<file path="config.mk">
export PLATFORM = sky130hd
export DESIGN_NAME = rr_request_issuer
export DESIGN_NICKNAME = d
export VERILOG_FILES = /design/src/rtl/rr_pkg.sv /design/src/rtl/rr_req_channel.sv /design/src/rtl/rr_request_issuer.sv
export SDC_FILE = /design/constraint.sdc
export NUM_CORES = 1
export LEC_CHECK = 0
export ABC_AREA = 1
export CAP_MARGIN = 20
export CORE_ASPECT_RATIO = 2
export CORE_UTILIZATION = 30
export CTS_CLUSTER_SIZE = 8
export DETAILED_ROUTE_END_ITERATION = 7
export PLACE_DENSITY = 0.58
export SKIP_LAST_GASP = 1
export SLEW_MARGIN = 20
export SYNTH_ARGS = -nofsm -noshare
export SYNTH_HDL_FRONTEND = slang
export SYNTH_SLANG_ARGS = --single-unit
</file>
<file path="constraint.sdc">
create_clock -name i_clk -period 3.3 [get_ports i_clk]
set_input_delay 0.825 -clock i_clk [delete_from_list [all_inputs] [get_ports i_clk]]
set_output_delay 0.825 -clock i_clk [all_outputs]
set_load 0.02 [all_outputs]
</file>
<file path="src/rtl/rr_pkg.sv">
// Shared definitions for the round-robin request issuer and its arbiter bench:
// default widths, the per-channel state encoding and grant-vector helpers.
package rr_pkg;

    localparam int NUM_REQ_DEF = 4;
    localparam int IDX_W_DEF   = 2;
    localparam int CNT_W_DEF   = 3;

    typedef enum logic [1:0] {
        IDLE    = 2'd0,
        REQ     = 2'd1,
        RELEASE = 2'd2
    } ch_state_e;

    // Binary index of the lowest set bit; 0 for an all-zero vector.
    function automatic logic [IDX_W_DEF-1:0] onehot_to_idx(input logic [NUM_REQ_DEF-1:0] vec);
        logic [IDX_W_DEF-1:0] idx;
        idx = '0;
        for (int i = NUM_REQ_DEF - 1; i >= 0; i--) begin
            if (vec[i]) idx = IDX_W_DEF'(i);
        end
        return idx;
    endfunction

    // True when at most one bit is set.
    function automatic logic is_onehot0(input logic [NUM_REQ_DEF-1:0] vec);
        return (vec & (vec - 1'b1)) == '0;
    endfunction

endpackage

</file>
<file path="src/rtl/rr_req_channel.sv">
// One requester channel: pending-transaction counter, IDLE/REQ/RELEASE FSM
// and the registered request bit presented to the arbiter.
module rr_req_channel
    import rr_pkg::*;
#(
    parameter int CNT_W = CNT_W_DEF
) (
    input  logic i_clk,
    input  logic i_reset,
    input  logic i_push,
    input  logic i_enable,
    input  logic i_grant,      // grant bit, already cleared when the grant is illegal
    output logic o_request,
    output logic o_idle,
    output logic o_service,
    output logic o_full,
    output logic o_drop
);

    localparam logic [CNT_W-1:0] CNT_MAX = '1;

    ch_state_e        r_state;
    ch_state_e        w_state_nxt;
    logic [CNT_W-1:0] r_count;
    logic [CNT_W-1:0] w_count_nxt;
    logic             r_request;
    logic             w_accept;
    logic             w_service;

    // Pending count: push adds, service removes, a push at max only lands if a service frees a slot
    always_comb begin
        w_accept    = i_push && ((r_count != CNT_MAX) || w_service);
        w_count_nxt = r_count;
        if (w_accept && !w_service) begin
            w_count_nxt = r_count + 1'b1;
        end else if (!w_accept && w_service) begin
            w_count_nxt = r_count - 1'b1;
        end
    end

    // Counter register
    always_ff @(posedge i_clk or posedge i_reset) begin
        if (i_reset) begin
            r_count <= '0;
        end else begin
            r_count <= w_count_nxt;
        end
    end

    // State register; the request bit is registered from the next state so it is glitch-free
    always_ff @(posedge i_clk or posedge i_reset) begin
        if (i_reset) begin
            r_state   <= IDLE;
            r_request <= 1'b0;
        end else begin
            r_state   <= w_state_nxt;
            r_request <= (w_state_nxt == REQ);
        end
    end

    // Next state: enable low parks the channel; RELEASE holds the request low for one cycle
    always_comb begin
        w_state_nxt = r_state;
        if (!i_enable) begin
            w_state_nxt = IDLE;
        end else begin
            case (r_state)
                IDLE:    if (w_count_nxt != '0) w_state_nxt = REQ;
                REQ:     if (w_service) w_state_nxt = RELEASE;
                RELEASE: w_state_nxt = (w_count_nxt != '0) ? REQ : IDLE;
                default: w_state_nxt = IDLE;
            endcase
        end
    end

    // Outputs: a grant only counts while requesting and running; grants in RELEASE are stale
    always_comb begin
        w_service = (r_state == REQ) && i_grant && i_enable;
        o_service = w_service;
        o_idle    = (r_state == IDLE);
        o_request = r_request;
        o_full    = (r_count == CNT_MAX);
        o_drop    = i_push && !w_accept;
    end

endmodule

</file>
<file path="src/rtl/rr_request_issuer.sv">
// Requester-side companion of the 4-way round-robin arbiter: drives its
// request/enable inputs, checks every grant and reports serviced channels.
module rr_request_issuer
    import rr_pkg::*;
#(
    parameter int NUM_REQ = NUM_REQ_DEF,
    parameter int IDX_W   = IDX_W_DEF,
    parameter int CNT_W   = CNT_W_DEF
) (
    input  logic               i_clk,
    input  logic               i_reset,
    input  logic [NUM_REQ-1:0] i_push,
    input  logic               i_enable,
    output logic [NUM_REQ-1:0] o_incoming_requests,
    output logic               o_arb_enable,
    input  logic [NUM_REQ-1:0] i_grant_vector,
    input  logic [IDX_W-1:0]   i_index,
    output logic [NUM_REQ-1:0] o_serviced,
    output logic [IDX_W-1:0]   o_serviced_idx,
    output logic [NUM_REQ-1:0] o_pend_full,
    output logic               o_drop_err,
    output logic               o_grant_err
);

    logic [NUM_REQ-1:0] w_idle;
    logic [NUM_REQ-1:0] w_service;
    logic [NUM_REQ-1:0] w_drop;
    logic [NUM_REQ-1:0] w_grant_ok;
    logic               w_illegal;

    logic               r_arb_enable;
    logic [NUM_REQ-1:0] r_serviced;
    logic [IDX_W-1:0]   r_serviced_idx;
    logic               r_drop_err;
    logic               r_grant_err;

    // Grant legality: at most one bit, never to an idle channel, index must match the vector.
    // An illegal grant is masked off entirely so it can never count as a service.
    always_comb begin
        w_illegal = !is_onehot0(i_grant_vector)
                 || ((i_grant_vector & w_idle) != '0)
                 || ((i_grant_vector != '0) && (i_index != onehot_to_idx(i_grant_vector)));
        w_grant_ok = w_illegal ? '0 : i_grant_vector;
    end

    for (genvar g = 0; g < NUM_REQ; g++) begin : g_ch
        rr_req_channel #(
            .CNT_W (CNT_W)
        ) u_ch (
            .i_clk     (i_clk),
            .i_reset   (i_reset),
            .i_push    (i_push[g]),
            .i_enable  (i_enable),
            .i_grant   (w_grant_ok[g]),
            .o_request (o_incoming_requests[g]),
            .o_idle    (w_idle[g]),
            .o_service (w_service[g]),
            .o_full    (o_pend_full[g]),
            .o_drop    (w_drop[g])
        );
    end

    // Service pulses, held last index, arbiter enable and sticky error flags
    always_ff @(posedge i_clk or posedge i_reset) begin
        if (i_reset) begin
            r_arb_enable   <= 1'b0;
            r_serviced     <= '0;
            r_serviced_idx <= '0;
            r_drop_err     <= 1'b0;
            r_grant_err    <= 1'b0;
        end else begin
            r_arb_enable <= i_enable;
            r_serviced   <= w_service;
            if (w_service != '0) begin
                r_serviced_idx <= onehot_to_idx(w_service);
            end
            if (w_drop != '0) begin
                r_drop_err <= 1'b1;
            end
            if (r_arb_enable && w_illegal) begin
                r_grant_err <= 1'b1;
            end
        end
    end

    assign o_arb_enable   = r_arb_enable;
    assign o_serviced     = r_serviced;
    assign o_serviced_idx = r_serviced_idx;
    assign o_drop_err     = r_drop_err;
    assign o_grant_err    = r_grant_err;

endmodule
</file>
Word-level counts from Yosys, hierarchy flattened
Index checks and enable logic that the tools add are counted.

storage, ports and cells
  register bits = 33
  input bits = 13
  output and inout port bits = 17
  logic and storage cells = 140

cells by class
  $add $sub $neg = 9
  eq/ne operators = 21
  reductions and logical operators = 54
  bitwise logic cells = 2
  multiplexer cells = 37

operators with widths
  kind                                                                count
  2-bit 2-to-1 mux                                                    20
  1-bit logical AND                                                   26
  3-bit 2-to-1 mux                                                    8
  2-bit case mux with 3 select lines                                  4
  2-bit by 1-bit == test with 1-bit output, second input constant     8
  4-bit nonzero test                                                  4
  3-bit by 1-bit adder with 3-bit output, second input constant       4
  3-bit == test, second input constant                                4
  3-bit inequality test, second input constant                        4
  3-bit nonzero test                                                  4
  3-bit by 1-bit subtractor with 3-bit output, second input constant  4
  1-bit zero test                                                     9
  4-bit bitwise AND                                                   2
  2-bit == test, second input constant                                4
  2-bit zero test                                                     4
  1-bit logical OR                                                    6
  4-bit zero test                                                     1
  1-bit 2-to-1 mux                                                    4
  4-bit 2-to-1 mux                                                    1
  4-bit by 1-bit subtractor with 4-bit output, second input constant  1
  2-bit inequality test                                               1

Logic depth before layout (Yosys ltp)
Gate-level depths: netlist of run 1.

  word-level depth = 21
  mapped depth = 14
  depth with buffers taken out = 14

Cells and area by module
From an unflattened synthesis of run 1, not the netlist that was laid out.

second synthesis, totals
  cell total of the unflattened synthesis = 265
  area total of the unflattened synthesis = 1998.2 µm²

by module, submodules not included
  module                              cells each  seq. area each (µm²)  times used  area each (µm²)
  rr_req_channel at g_ch[1].u_ch ...  58          150.1                 2           410.4
  rr_req_channel at g_ch[0].u_ch ...  52          150.1                 2           400.4
  rr_request_issuer                   45          225.2                 1           376.6

Worst setup path after synthesis of run 1
Ideal clock, no wire load.

  path kind = input port to flip-flop
  start = input port i_grant_vector[0]
  end = register g_ch[2].u_ch.r_request
  path buffers = 1
  stages = 11
  arrival = 1942 ps
  slack = 1233 ps
  data required time = 3176 ps
  library setup time = 124 ps
  cell sequence = o21ai_1 > nand3_2 > nor2_8 > buf_8 > nand3_4 > nand2_1 > nand3_1 > o21ai_1 > nand3_2 > nand2_2 > a21oi_1

on the way
  word-level cells in the longest chain between the ends = 20
  elaborated cells between the ends (all ways) = 30
  those cells by class = 1 x add/sub; 2 x eq/ne; 9 x mux; 2 x bitwise; 16 x reduce/logical

RTL lines
  element                                               RTL line                                    text
  from (decl)                                           rr_request_issuer.sv:16                     input logic [NUM_REQ-1:0] i_grant_vector,
  4-bit by 1-bit subtractor with 4-bit output           rr_pkg.sv:27                                return (vec & (vec - 1'b1)) == '0;
  4-bit bitwise AND                                     rr_pkg.sv:27
  4-bit zero test                                       rr_pkg.sv:27
  1-bit zero test                                       rr_request_issuer.sv:40                     w_illegal = !is_onehot0(i_grant_vector)
  1-bit logical OR                                      rr_request_issuer.sv:41                     || ((i_grant_vector & w_idle) != '0)
  1-bit logical OR (*)                                  rr_request_issuer.sv:42                     || ((i_grant_vector != '0) && (i_index != onehot_to_idx(i_grant_vector)));
  4-bit 2-to-1 mux (*)                                  rr_request_issuer.sv:43                     w_grant_ok = w_illegal ? '0 : i_grant_vector;
  1-bit logical AND (*) (2 in series)                   rr_req_channel.sv:78                        w_service = (r_state == REQ) && i_grant && i_enable;
  (+3 left out)                                         --
  1-bit logical AND                                     rr_req_channel.sv:36                        end else if (!w_accept && w_service) begin
  3-bit 2-to-1 mux                                      rr_req_channel.sv:36
  3-bit 2-to-1 mux                                      rr_req_channel.sv:34                        if (w_accept && !w_service) begin
  3-bit nonzero test                                    rr_req_channel.sv:68, rr_req_channel.sv:70
  1-bit 2-to-1 mux or 2-bit 2-to-1 mux (tied branches)  rr_req_channel.sv:70, rr_req_channel.sv:68
  2-bit case mux with 3 select lines (*)                rr_req_channel.sv:67                        case (r_state)
  2-bit 2-to-1 mux (*)                                  rr_req_channel.sv:64                        if (!i_enable) begin
  2-bit by 1-bit == test with 1-bit output (*)          rr_req_channel.sv:57                        r_request <= (w_state_nxt == REQ);
  to (signal assigned)                                  rr_req_channel.sv:57
  to (decl)                                             rr_req_channel.sv:26                        logic r_request;

Every way passes the cells marked *; elsewhere a longest branch is shown, timed or not.
A chain may end at the register's enable or synchronous reset.

Final worst setup path of run 1
  start = input port i_index[1]
  end = register g_ch[0].u_ch.r_state[0]

on the way
  word-level cells in the longest chain between the ends = 16
  elaborated cells between the ends (all ways) = 20
  those cells by class = 1 x eq/ne; 8 x mux; 11 x reduce/logical

RTL lines
  element                                               RTL line                                    text
  from (decl)                                           rr_request_issuer.sv:17                     input logic [IDX_W-1:0] i_index,
  2-bit inequality test (*)                             rr_request_issuer.sv:42
  1-bit logical AND (*)                                 rr_request_issuer.sv:42
  1-bit logical OR (*)                                  rr_request_issuer.sv:42
  4-bit 2-to-1 mux (*)                                  rr_request_issuer.sv:43
  1-bit logical AND (*) (2 in series)                   rr_req_channel.sv:78
  1-bit logical OR                                      rr_req_channel.sv:32                        w_accept = i_push && ((r_count != CNT_MAX) || w_service);
  1-bit logical AND                                     rr_req_channel.sv:32
  1-bit zero test                                       rr_req_channel.sv:36
  1-bit logical AND                                     rr_req_channel.sv:36
  3-bit 2-to-1 mux                                      rr_req_channel.sv:36
  3-bit 2-to-1 mux (*)                                  rr_req_channel.sv:34
  net g_ch[0].u_ch.w_count_nxt[0]                       rr_req_channel.sv:25                        logic [CNT_W-1:0] w_count_nxt;
  3-bit nonzero test (*)                                rr_req_channel.sv:68, rr_req_channel.sv:70
  1-bit 2-to-1 mux or 2-bit 2-to-1 mux (tied branches)  rr_req_channel.sv:70, rr_req_channel.sv:68
  2-bit case mux with 3 select lines (*)                rr_req_channel.sv:67
  2-bit 2-to-1 mux (*)                                  rr_req_channel.sv:64
  net g_ch[0].u_ch.w_state_nxt[0]                       rr_req_channel.sv:23                        ch_state_e w_state_nxt;
  to (signal assigned)                                  rr_req_channel.sv:56                        r_state <= w_state_nxt;
  to (decl)                                             rr_req_channel.sv:22                        ch_state_e r_state;

Mark *: on every way through the listed nets, which the timed path passes. The rest lies on a longest branch.

==> results, run 1 <==
- The setup TNS is 0 ns.
- The vertical die dimension is 116 um.
- The signal on the critical path passes through clkdlybuf4s50_1 > o21ai_0 > nand2_1 > nand3_4 > nor2_8 > nand2_2 > nand2_1 > nand2_1 > nand2_1 > nand2_2 > nor2_2 > nand2_2 > nand2_2 > a21oi_1.
- The number of H-tree branching levels is 2.
- Summed over all nets, wire length on met2 after detailed routing comes to 2270 um.
- For this run, the top clock speed supported by timing is 379 MHz.
- The DRC violation count after routing is 0.
- The count of antenna diodes in the layout is 0.
- The instance count after placement with tap cells included is 333.
- The peak supply drop is 346 uV.
- For the worst setup path, the data required time is 3.46 ns.
- The total wire length is 4350 um.
- The number of sinks handled by clock tree synthesis is 33.
- After synthesis, the netlist uses 27 different library cells.
- After detailed routing, the met3 layer carries 140 um of wire.
- The mean routed wirelength per cell is 12.8 um.
- The DRC marker count from the first detailed-route iteration is 41.
- The final cell count without fillers is 340.
- After layout, the worst path uses 79.9% of the clock period.
- The filler cells instantiated in the layout total 654.
- Entering global routing, the biggest net connects 34 pins.
- The number of pins exceeding their max-slew limit in the final report is 0.
- The insertion delay of the later-clocked pin in the worst-skew pair is 0.28 ns.
- For the pin with the worst max-slew slack, the measured transition is 0.482 ns.
- Setup violations remaining at the end of the flow were counted as 0.
- The power density over the cells is 736 mW/mm^2.
- The number of vias per cell is 4.50.
- After clock tree synthesis, the setup repair step added 0 buffers.
- The clock transition at the registers of the reported paths is 0.05 ns.
- Buffers placed on the I/O ports in this run total 29.
- After synthesis, the cell types taking the most area are sky130_fd_sc_hd__dfrtp_1 42%, sky130_fd_sc_hd__ha_1 7.7%, sky130_fd_sc_hd__inv_1 7.1%, sky130_fd_sc_hd__nand3_1 6.4%, sky130_fd_sc_hd__nand2_1 6.1%.
- The launch point of the critical path is i_index[1].
- The core box area is 0.00631 sq mm.
- The hold buffer count at cts is 0.
- The relative max-transition margin is 67.6%.
- The via count of the first global-routing pass was 1572.
- The worst setup path is captured at a register.
- The combined global-route utilization of all metal layers is 14.7%.
- The worst setup path is of the primary input to register kind.
- The number of max-cap violations is 0.
- The proportion of total power due to net switching is 37.4%.
- For this run, the register share of the synthesized area comes to 42.3%.
- In this run the remaining antenna-violating nets after routing total 0.
- The number of antenna violations at the first check in global routing came to 0.
- In this run, synthesis produced a sequential element count of 33.
- Buffers inserted during clock tree synthesis total 5.
- The synthesized net count is 250.
- The multi-input combinational cells in the finished layout cover a total of 900 sq um.
- The capturing point of the worst reg2reg path is g_ch[0].u_ch.r_state[0].
- The design internal power is 0.00112 W.
- The die covers 0.00686 sq mm.
- The total area of sequential cells is 826 sq um.
- A synthesized cell averages 8.69 sq um.
- The smallest clock period supported by the final layout is computed as 2.64 ns.
- The number of instances resized during post-cts repair is 0.
- The number of cells traversed by the worst register-to-register path is 13.
- The root buffer cell is sky130_fd_sc_hd__clkbuf_16.
- Relative to the synthesized area, the layout overhead comes to 24.6%.
- During I/O placement, the number of pins put on the boundary was 30.
- The combinational cell fraction of total power is 41.6%.
- STA puts the critical path data arrival time at 2.79 ns.
- In this run the static leakage power is 1.26 nW.
- After detailed routing, the wire length on met1 is 1680 um.
- TritonCTS built the clock tree.
- The first-pass GRT wire length is 7110 um.
- Detailed placement ended at an HPWL of 3370 um.
- The net count of the finished layout is 279.
- Once the floorplan was initialized, standard cells occupied 31.0% of the core.
- The path type of the worst min-delay path is register to register.
- The cell taking the most area after synthesis is sky130_fd_sc_hd__dfrtp_1.
- Yosys printed 0 warnings.
- The fraction of layout instances using a drive strength above 1 is 16.9%.
- The aggregate global routing overflow is 0.
- In the synthesized netlist, the number of instances is 225.
- The sort of element at the start of the critical path is a primary input.
- In this run, flip-flops and latches consume 32.8% of the power.
- The most critical setup path has its endpoint at g_ch[0].u_ch.r_state[0].
- The via total after detailed routing is 1531.
- The cell area that synthesis handed to floorplanning was 0.00195 sq mm.
- The peak per-stage delay on the critical path is 0.54 ns.
- Setup repair after global routing left no endpoint under its margin.
- In this run the worst path has a maximum fanout of 16.
- Between clock sinks in the finished design, the worst skew comes to 0.00364 ns.
- In this run, the clock network consumes 25.6% of the power.
- Row generation in the floorplan step produced 41 rows.
- The clock passes through at most 2 buffers.
- The launching point of the worst reg2reg path is g_ch[1].u_ch.r_state[0].
- The first-pass iteration count of the detailed router is 4.
- From left edge to right edge, the die measures 59.1 um.
- The run finished with clean final reports.
- The congestion estimate from routability-driven global placement came to 0.904.
- For this design the total switching power over the nets is 0.000670 W.
- The final number of hold-violating endpoints is 0.
- The area share of the leading cell type in the synthesized netlist is 42.3%.
- Along the worst hold path, the cell count comes to 1.
- After detailed routing, no signal wire sits above met4.
- The setup check on the worst reg-to-reg path leaves a slack of 1.41 ns.
- The library cell contributing the largest single delay on the critical path is sky130_fd_sc_hd__clkdlybuf4s50_1.
## synthesized netlist by cell type
cell                        n
sky130_fd_sc_hd__a21oi_1    9
sky130_fd_sc_hd__a311o_1    1
sky130_fd_sc_hd__buf_4      8
sky130_fd_sc_hd__buf_8      1
sky130_fd_sc_hd__dfrtp_1   33
sky130_fd_sc_hd__ha_1      12
sky130_fd_sc_hd__inv_1     37
sky130_fd_sc_hd__inv_2      4
sky130_fd_sc_hd__nand2_1   32
sky130_fd_sc_hd__nand2_2   14
sky130_fd_sc_hd__nand2_4    2
sky130_fd_sc_hd__nand3_1   25
sky130_fd_sc_hd__nand3_2    2
sky130_fd_sc_hd__nand3_4    3
sky130_fd_sc_hd__nand3b_1   1
sky130_fd_sc_hd__nand4_1    8
sky130_fd_sc_hd__nor2_1     8
sky130_fd_sc_hd__nor2_2     1
sky130_fd_sc_hd__nor2_8     1
sky130_fd_sc_hd__nor3_1     4
sky130_fd_sc_hd__nor3_2     2
sky130_fd_sc_hd__nor4_2     1
sky130_fd_sc_hd__o21ai_0    3
sky130_fd_sc_hd__o21ai_1    4
sky130_fd_sc_hd__o21bai_1   1
sky130_fd_sc_hd__or2_2      5
sky130_fd_sc_hd__xor2_1     3
## through the flow
stage               setup slack (ns)  total power, W  instance area (sq um)  util (%)  hold WS (ns)
finish                         0.664         0.00179                   2430      38.6         0.472
global route                   0.489         0.00195                   2430      38.6         0.482
CTS                            0.665         0.00182                   2430      38.6         0.478
detailed placement             0.375         0.00135                   2290      36.3         0.462
global placement               0.418         0.00134                   2290      36.3         0.468
floorplan                       1.23         0.00117                   1950         -         0.521
## flip-flops by register name, indices dropped and copies added (netlist names)
name	flops
g_ch.u_ch.r_count	12
g_ch.u_ch.r_state	8
g_ch.u_ch.o_request	4
o_serviced	4
o_serviced_idx	2
o_arb_enable	1
o_drop_err	1
o_grant_err	1
## worst max-delay path, delay by kind of cell
family | cells | cell delay, ns
AND/OR/NAND/NOR | 11 | 1.24
buffers and inverters | 1 | 0.54
AO/OA/AOI/OAI | 2 | 0.17
## layer usage
| layer | track usage [%] | vias to the layer above |
|---|---|---|
| met5 | 0 | - |
| met4 | 11.9 | 0 |
| met3 | 3.32 | 15 |
| met2 | 25.1 | 33 |
| met1 | 14.8 | 711 |
| li1 | - | 772 |
## logic make-up (layout without fill, tap and decap cells)
kind of cell               Yosys count  after routing  share of synthesized area, %
AOI/OAI and AO/OA                   18             18                          4.99
xor gates and xnor gates             3              3                          1.34
adders and majority gates           12             12                          7.68
buffers and inverters               50             79                          11.7
DFF                                 33             33                          42.3
and+or+nand+nor                    109            109                          32.0
## power groups by stage
stage / clock network, W / registers [W] / logic (W)
2_1_floorplan: 0 / 0.000587 / 0.000578
3_3_place_gp: 0 / 0.000595 / 0.000747
3_5_place_dp: 0 / 0.000594 / 0.000751
4_1_cts: 0.000474 / 0.000588 / 0.000757
5_1_grt: 0.000490 / 0.000601 / 0.000856
6_report: 0.000458 / 0.000588 / 0.000745
## cell usage in the layout (no fill, tap or decap)
cell                              count
sky130_fd_sc_hd__inv_1               37
sky130_fd_sc_hd__dfrtp_1             33
sky130_fd_sc_hd__nand2_1             32
sky130_fd_sc_hd__clkdlybuf4s50_1     29
sky130_fd_sc_hd__nand3_1             25
sky130_fd_sc_hd__nand2_2             14
sky130_fd_sc_hd__ha_1                12
sky130_fd_sc_hd__a21oi_1              9
sky130_fd_sc_hd__nor2_1               8
sky130_fd_sc_hd__nand4_1              8
sky130_fd_sc_hd__or2_2                5
sky130_fd_sc_hd__clkbuf_16            5
sky130_fd_sc_hd__o21ai_1              4
sky130_fd_sc_hd__inv_2                4
sky130_fd_sc_hd__nor3_1               4
sky130_fd_sc_hd__o21ai_0              3
sky130_fd_sc_hd__nand3_4              3
sky130_fd_sc_hd__xor2_1               3
sky130_fd_sc_hd__nand3_2              2
sky130_fd_sc_hd__nor3_2               2
sky130_fd_sc_hd__nand2_4              2
sky130_fd_sc_hd__buf_4                2
sky130_fd_sc_hd__nor2_8               1
sky130_fd_sc_hd__nand3b_1             1
sky130_fd_sc_hd__nor4_2               1
sky130_fd_sc_hd__nor2_2               1
sky130_fd_sc_hd__o21bai_1             1
sky130_fd_sc_hd__a311o_1              1
sky130_fd_sc_hd__clkbuf_1             1
sky130_fd_sc_hd__clkbuf_8             1
## worst min-delay path by stage
stage | start | end | slack, ns
2_1_floorplan | g_ch[3].u_ch.r_state[0] | g_ch[3].u_ch.o_request | 0.52
3_3_place_gp | o_grant_err | o_grant_err | 0.47
3_5_place_dp | o_grant_err | o_grant_err | 0.46
4_1_cts | o_grant_err | o_grant_err | 0.48
5_1_grt | o_grant_err | o_grant_err | 0.48
6_report | o_grant_err | o_grant_err | 0.47
## area by class of cell
type / count / area share [%]
well taps: 86 / 4.42
clock buffers: 7 / 5.86
repair buffers: 31 / 12.5
inverters: 41 / 6.32
flip-flops and latches: 33 / 33.9
multi-input cells: 142 / 36.9
(Power assumes the default switching activity.)
==> run 2: changes to the inputs <==
clock period = 2.6 ns   (was 3.3 ns; I/O delays follow)
==> run 2 against run 1 <==
Compared with the run above: clock skew grew 0.0038 ns; cell count is 7.1% higher; first-iteration DRC count up 9.8%; die area unchanged; clock power up 25%; clock-buffer cell count shrank 1; largest power group unchanged.
==> results, run 2 (same netlist as run 1, synthesis figures left out) <==
- The number of pins exceeding their max-slew limit in the final report is 0.
- The routed design could run at a clock period as short as 2.32 ns.
- The clock network is responsible for 23.7% of the overall power.
- The fraction of layout instances using a drive strength above 1 is 24.1%.
- The library cell used most frequently in the layout, excluding fill and tap cells, is sky130_fd_sc_hd__inv_1.
- The clock tree synthesis step divided the H-tree into 2 levels.
- The pre-antenna-repair detailed-routing pass consisted of 4 iterations.
- After routing, the total negative slack on setup checks comes to 0 ns.
- Counting cells, the worst reg-to-reg path comes to 9.
- Dividing the final minimum period by the clock period gives 89.3%.
- The final number of hold-violating endpoints is 0.
- Measured against its own limit, the worst slew margin works out to 70.6%.
- The area overhead of the layout relative to synthesis is 33.2%.
- Across the routed clock network, the largest skew measured is 0.00742 ns.
- The TritonCTS clock tree is yes.
- The launching point of the worst reg2reg path is g_ch[1].u_ch.r_count[0].
- The number of gates resized after CTS was 0.
- The number of antenna violations at the first check in global routing came to 0.
- The number of buffers and inverters on the critical path is 1.
- The power density over the cells is 927 mW/mm^2.
- The slowest stage of the critical path belongs to the cell sky130_fd_sc_hd__clkdlybuf4s50_1.
- Pin placement for this block handled 30 I/O pins.
- In this run the register-to-register setup slack is 0.78 ns.
- Setup repair after global routing left no endpoint under its margin.
- The floorplan step defined a core boundary enclosing 0.00631 sq mm.
- For this design, the sink count on the clock tree is 33.
- The via total after detailed routing is 1630.
- The first-pass GRT wire length is 7540 um.
- The register share of total power is 31.0%.
- Registers take 826 sq um.
- The clock transition at the registers of the reported paths is 0.05 ns.
- The number of failing setup endpoints in the final timing report is 0.
- The worst setup path is launched from a primary input.
- The tree is rooted in a sky130_fd_sc_hd__clkbuf_16.
- Routability-driven placement finished with a final weighted congestion of 0.792.
- In the layout the commonest cells are 37 x sky130_fd_sc_hd__inv_1, 33 x sky130_fd_sc_hd__dfrtp_1, 32 x sky130_fd_sc_hd__nand2_1, 29 x sky130_fd_sc_hd__clkdlybuf4s50_1.
- Entering global routing, the biggest net connects 34 pins.
- The worst register-to-register path ends at g_ch[1].u_ch.o_request.
- In the routed design, unresolved DRC markers number 0.
- The antenna violation net count after detailed routing is 0.
- The insertion delay of the later-clocked pin in the worst-skew pair is 0.28 ns.
- The x dimension of the die is 59.1 um.
- The DRC marker count from the first detailed-route iteration is 45.
- The worst setup path is of the primary input to register kind.
- The dominant delay contributor by cell family on the critical path is simple AND/OR/NAND/NOR gates.
- The worst min-delay path endpoint is o_grant_err.
- The number of fill cells in the layout is 631.
- Post-CTS timing repair inserted 0 buffers for setup.
- The reported leakage power is 1.37 nW.
- The min-delay analysis places its worst path in the category register to register.
- The die covers 0.00686 sq mm.
- The peak supply drop is 292 uV.
- Data on the critical path is required at its endpoint by 2.80 ns.
- The register with the most flip-flops in the layout has 12 of them.
- Of the total power, the share spent switching nets is 37.4%.
- The design internal power is 0.00151 W.
- The hold path depth is 1.
- Along the worst path, the maximum fanout reaches 12.
- The final HPWL from detailed placement is 3580 um.
- More flip-flops sit in one register than any other, and that register is g_ch.u_ch.r_count.
- For the pin with the worst max-slew slack, the measured transition is 0.441 ns.
- At the end of the flow, the number of nets in the layout was 302.
- The flow ran to the end, and the final reports show no timing, DRC or antenna violations.
- The tightest hold path in the finished design has a slack of 0.471 ns.
- The aggregate global routing overflow is 0.
- The peak per-stage delay on the critical path is 0.54 ns.
- The effective utilization at floorplan is 31.0%.
- The arrival time of the worst setup path is 2.52 ns.
- The tool flagged a number of max-cap violations equal to 0.
- In the final routed layout, each cell accounts on average for 12.6 um.
- The number of clock buffers inserted by TritonCTS is 5.
- The capturing element type of the critical path is a register.
- The share of total power dissipated in combinational logic is 45.3%.
- By instance count, the cell type seen most on the critical path is sky130_fd_sc_hd__nand2_1.
- The count of buffers from port buffering is 29.
- Summed over all nets, the switching power comes to 0.000904 W.
- The number of antenna diodes in the final layout is 0.
- In the routed layout, each cell is associated on average with a via count of 4.48.
- The die is 116 um tall.
- The combined global-route utilization of all metal layers is 14.9%.
- The largest buffer count on any clock path is 2.
- Timing would allow up to 430 MHz.
- The signal on the critical path passes through clkdlybuf4s50_1 > o21ai_0 > nand2_1 > nand3_4 > nor2_8 > nand3_1 > nand2_1 > nand3_1 > nand2_1 > nor2_1 > nand2_1 > nand2_1 > a21oi_1.
- The hold buffer count at cts is 0.
- The routed design has 4580 um of wire.
- The initialized floorplan defines 41 standard-cell rows.
- In the final layout, the registers with the most flip-flops are g_ch.u_ch.r_count x12, g_ch.u_ch.r_state x8.
- The most critical setup path has its startpoint at i_index[1].
- The worst hold path begins at o_grant_err.
- The via count of the first global-routing pass came to 1661.
- The combined area of the multi-input logic cells is 900 sq um.
-- run 2: worst max-delay path by stage --
| stage | end | depth (start not counted) |
|---|---|---|
| 2_1_floorplan | g_ch[2].u_ch.o_request | 11 |
| 3_3_place_gp | g_ch[0].u_ch.r_state[0] | 14 |
| 3_5_place_dp | g_ch[0].u_ch.o_request | 14 |
| 4_1_cts | g_ch[1].u_ch.o_request | 13 |
| 5_1_grt | g_ch[1].u_ch.o_request | 12 |
| 6_report | g_ch[1].u_ch.o_request | 13 |
-- run 2: per-stage QoR --
| step | instances | cell area (sq um) | util [%] | power [W] | setup slack (ns) |
|---|---|---|---|---|---|
| floorplan | 225 | 1950 | - | 0.00148 | 0.708 |
| global placement | 356 | 2460 | 39.1 | 0.00184 | -0.00526 |
| detailed placement | 356 | 2460 | 39.1 | 0.00186 | -0.0127 |
| CTS | 364 | 2600 | 41.3 | 0.00245 | 0.263 |
| global route | 364 | 2600 | 41.3 | 0.00261 | 0.0587 |
| finish | 364 | 2600 | 41.3 | 0.00241 | 0.277 |
-- run 2: power groups by stage --
stage          combinational, W  sequential [W]  clock (W)
3_5_place_dp            0.00110        0.000761          0
2_1_floorplan          0.000734        0.000745          0
5_1_grt                 0.00123        0.000767   0.000606
3_3_place_gp            0.00108        0.000757          0
6_report                0.00109        0.000748   0.000572
4_1_cts                 0.00111        0.000753   0.000585
-- run 2: area by class of cell --
type	instances	share of cell area [%]
Multi-Input combinational cell	142	34.6
Sequential cell	33	31.7
Timing Repair Buffer	54	18.4
Inverter	41	5.91
Clock buffer	6	4.95
Tap cell	86	4.13
Clock inverter	2	0.384
-- run 2: layer usage --
layer | GRT usage, % | wire, um | vias up | part of all wire (%)
li1 | - | - | 818 | -
met1 | 14.6 | 1660 | 777 | 36
met2 | 29.7 | 2680 | 29 | 59
met3 | 2.10 | 148 | 6 | 3.2
met4 | 6.19 | 91 | 0 | 2.0
met5 | 0 | 0 | - | 0
==> run 3: changes to the inputs <==
--- a/config.mk
+++ b/config.mk
@@ -9,8 +9,8 @@
 export CAP_MARGIN = 20
 export CORE_ASPECT_RATIO = 2
-export CORE_UTILIZATION = 30
+export CORE_UTILIZATION = 50
 export CTS_CLUSTER_SIZE = 8
 export DETAILED_ROUTE_END_ITERATION = 7
-export PLACE_DENSITY = 0.58
+export PLACE_DENSITY = 0.83
 export SKIP_LAST_GASP = 1
 export SLEW_MARGIN = 20
==> constraint.sdc (replaced) <==
create_clock -name i_clk -period 2.6 [get_ports i_clk]
set_input_delay 0.65 -clock i_clk [delete_from_list [all_inputs] [get_ports i_clk]]
set_output_delay 0.65 -clock i_clk [all_outputs]
set_load 0.05 [all_outputs]
==> run 3 against run 2 <==
Compared with the run above: wire length fell by 14%; critical path depth shrank 10; power down 8.5%; cell count down 15%; worst setup slack got worse by 0.18 ns; clock-buffer cell count up 1; core utilization increased by 23 points; register-to-register slack hardly changed; sequential share of layout area increased by 3.0 points; combinational power about the same; via count down 4.4%.
==> results, run 3 (same netlist as run 1, synthesis figures left out) <==
- The run finished with clean final reports.
- The most common cell after layout, fill and taps aside is sky130_fd_sc_hd__inv_1.
- The first-pass GRT wire length is 6790 um.
- The final cycle utilization of the critical path is 96.5%.
- The number of antenna diodes in the final layout is 0.
- The first detailed-routing pass took 4 iterations.
- Dividing total power by cell area gives a power density of 929 mW/mm^2.
- From synthesis to final layout, the design area changed by 21.6%.
- In this run the critical register-to-register path is launched from g_ch[1].u_ch.r_state[1].
- TritonCTS built the clock tree.
- The number of clock buffers inserted by TritonCTS is 5.
- The die is 90.4 um tall.
- Clock tree synthesis found a total of 33 sinks.
- The number of pins exceeding their max-slew limit in the final report came to 0.
- The arrival time of the worst setup path is 1.86 ns.
- The hold buffer count at cts is 0.
- More flip-flops sit in one register than any other, and that register is g_ch.u_ch.r_count.
- In the final layout, the registers with the most flip-flops are g_ch.u_ch.r_count x12, g_ch.u_ch.r_state x8.
- The highest attainable clock frequency is 399 MHz.
- The fraction of layout instances using a drive strength above 1 is 18.8%.
- After clock tree synthesis, the repair step resized 0 gates.
- The layout net count is 285.
- The count of pins on the block boundary is 30.
- The cell family contributing the most delay on the critical path is buffers and inverters.
- The signal on the critical path passes through ha_1 > ha_1 > clkdlybuf4s50_1.
- The final cell count without fillers is 309.
- The post-route cell area is 0.00238 sq mm.
- The worst setup path is captured at a primary output.
- Clock latency on the worst-skew pair, taken at its later pin, is 0.29 ns.
- For this design the static power due to leakage is 1.27 nW.
- In this design, the stage delay of the slowest critical-path cell is 0.83 ns.
- The worst register-to-register path has a setup slack of 0.79 ns.
- In this run the worst path has a maximum fanout of 3.
- The row count is 31.
- In the routed layout, each cell is associated on average with a via count of 5.04.
- The initial utilization of the core area, before any placement, comes to 53.0%.
- The number of cells traversed by the worst register-to-register path is 13.
- The register with the most flip-flops in the layout has 12 of them.
- The via count of the first global-routing pass was 1624.
- The root buffer cell is sky130_fd_sc_hd__clkbuf_8.
- The core box area is 0.00368 sq mm.
- The slew at the pin closest to its max-slew limit is 0.502 ns.
- The global placer's final weighted congestion is 0.825.
- The path type of the worst min-delay path is register to register.
- The top cell types in the final layout, fill and taps aside, are 37 x sky130_fd_sc_hd__inv_1, 33 x sky130_fd_sc_hd__dfrtp_1, 32 x sky130_fd_sc_hd__nand2_1, 29 x sky130_fd_sc_hd__clkdlybuf4s50_1, 25 x sky130_fd_sc_hd__nand3_1.
- Setup violations remaining at the end of the flow were counted as 0.
- The floorplan step defined a die boundary enclosing 0.00418 sq mm.
- The clock period minus final worst setup slack is 2.51 ns.
- The cell that appears most often on the critical path is sky130_fd_sc_hd__ha_1.
- After detailed routing, the total wire length is 3930 um.
- The final number of hold-violating endpoints is 0.
- The instance count after placement with tap cells included is 302.
- The sort of element at the start of the critical path is a register.
- The x dimension of the die is 46.2 um.
- The end point of the critical path is o_pend_full[3].
- Across every metal layer, demand over resource in global routing totals 22.7%.
- The largest net degree at the start of global routing is 34.
- The detailed router finished its first iteration with 28 violations.
- The number of H-tree branching levels is 2.
- The critical path class is register to primary output.
- Setup repair after global routing left no endpoint under its margin.
- After legalization and detailed placement, the total HPWL measured 3100 um.
- The layout has 335 filler cells.
- The worst-case setup slack after placement is -0.0725 ns.
- The DRC violation count after routing is 0.
- VDD sags by at most 609 uV.
- Counting instances, the worst hold path has a depth of 1.
- The launch point of the critical path is g_ch[3].u_ch.r_count[1].
- Buffers placed on the I/O ports in this run total 29.
- The cell count along the critical path is 3.
- In this run the remaining antenna-violating nets after routing total 0.
- In the final timing run, aggregate negative setup slack is 0 ns.
- The cell area after placement is 0.00229 sq mm.
- The clock passes through at most 2 buffers.
- The worst setup skew after layout is 0.00787 ns.
- The aggregate global routing overflow is 0.
- Detailed routing inserted a total of 1558 vias.
- The mean routed wirelength per cell is 12.7 um.
- Post-CTS timing repair inserted 0 buffers for setup.
- The relative max-transition margin is 66.4%.
- The number of antenna violations at the first check in global routing is 0.
- The number of buffer and inverter stages on the critical path is 1.
- The slowest stage of the critical path is the sky130_fd_sc_hd__clkdlybuf4s50_1 cell.
- The slack of the critical path is 0.0920 ns.
- In this run the critical register-to-register path is captured at g_ch[0].u_ch.o_request.
- The required time at the endpoint of the critical path is 1.95 ns.
- The clock transition at the registers of the reported paths is 0.07 ns.
- The number of max-cap violations is 0.
[run 3: power breakdown]
group | total, W | internal [W] | switching (W) | leakage, nW
clock network | 0.000389 | 0.000210 | 0.000180 | 0.0443
registers | 0.000745 | 0.000650 | 0.0000955 | 0.404
logic | 0.00107 | 0.000403 | 0.000671 | 0.820
[run 3: layer usage]
layer	routed length (um)	up-vias	track usage (%)
li1	-	784	-
met1	1460	722	23.2
met2	2190	42	39.0
met3	148	10	4.00
met4	143	0	14.5
met5	0	-	0
[run 3: worst min path at each step]
stage / to / slack (ns) / startpoint
6_report: o_grant_err / 0.49 / o_grant_err
4_1_cts: o_grant_err / 0.49 / o_grant_err
3_3_place_gp: o_drop_err / 0.47 / o_drop_err
3_5_place_dp: o_grant_err / 0.47 / o_grant_err
5_1_grt: o_grant_err / 0.51 / o_grant_err
2_1_floorplan: g_ch[3].u_ch.o_request / 0.52 / g_ch[3].u_ch.r_state[0]
[run 3: layout make-up]
type,instances,area [sq um],area share (%)
multi-input cells,142,900,37.8
flip-flops and latches,33,826,34.7
repair buffers,37,350,14.7
inverters,41,154,6.47
clock buffers,7,86.3,3.63
well taps,49,61.3,2.58
[run 3: metrics by stage]
| step | hold WS (ns) | total power (W) | util (%) |
|---|---|---|---|
| floorplan | 0.521 | 0.00160 | - |
| global placement | 0.466 | 0.00180 | 62.2 |
| detailed placement | 0.474 | 0.00183 | 62.2 |
| CTS | 0.493 | 0.00223 | 64.5 |
| global route | 0.512 | 0.00237 | 64.5 |
| finish | 0.492 | 0.00221 | 64.5 |
[run 3: worst reg2reg max path: stages (launching register included)]
cell and delay [ns]:
sky130_fd_sc_hd__dfrtp_1 0.37, sky130_fd_sc_hd__inv_1 0.07, sky130_fd_sc_hd__nand3_1 0.10, sky130_fd_sc_hd__nand3_2 0.16
sky130_fd_sc_hd__nor2_8 0.26, sky130_fd_sc_hd__nand2_2 0.11, sky130_fd_sc_hd__nand2_1 0.16, sky130_fd_sc_hd__nand2_1 0.07
sky130_fd_sc_hd__nand2_1 0.07, sky130_fd_sc_hd__nand2_2 0.06, sky130_fd_sc_hd__nor2_2 0.11, sky130_fd_sc_hd__nand2_2 0.05
sky130_fd_sc_hd__nand2_2 0.06, sky130_fd_sc_hd__a21oi_1 0.06
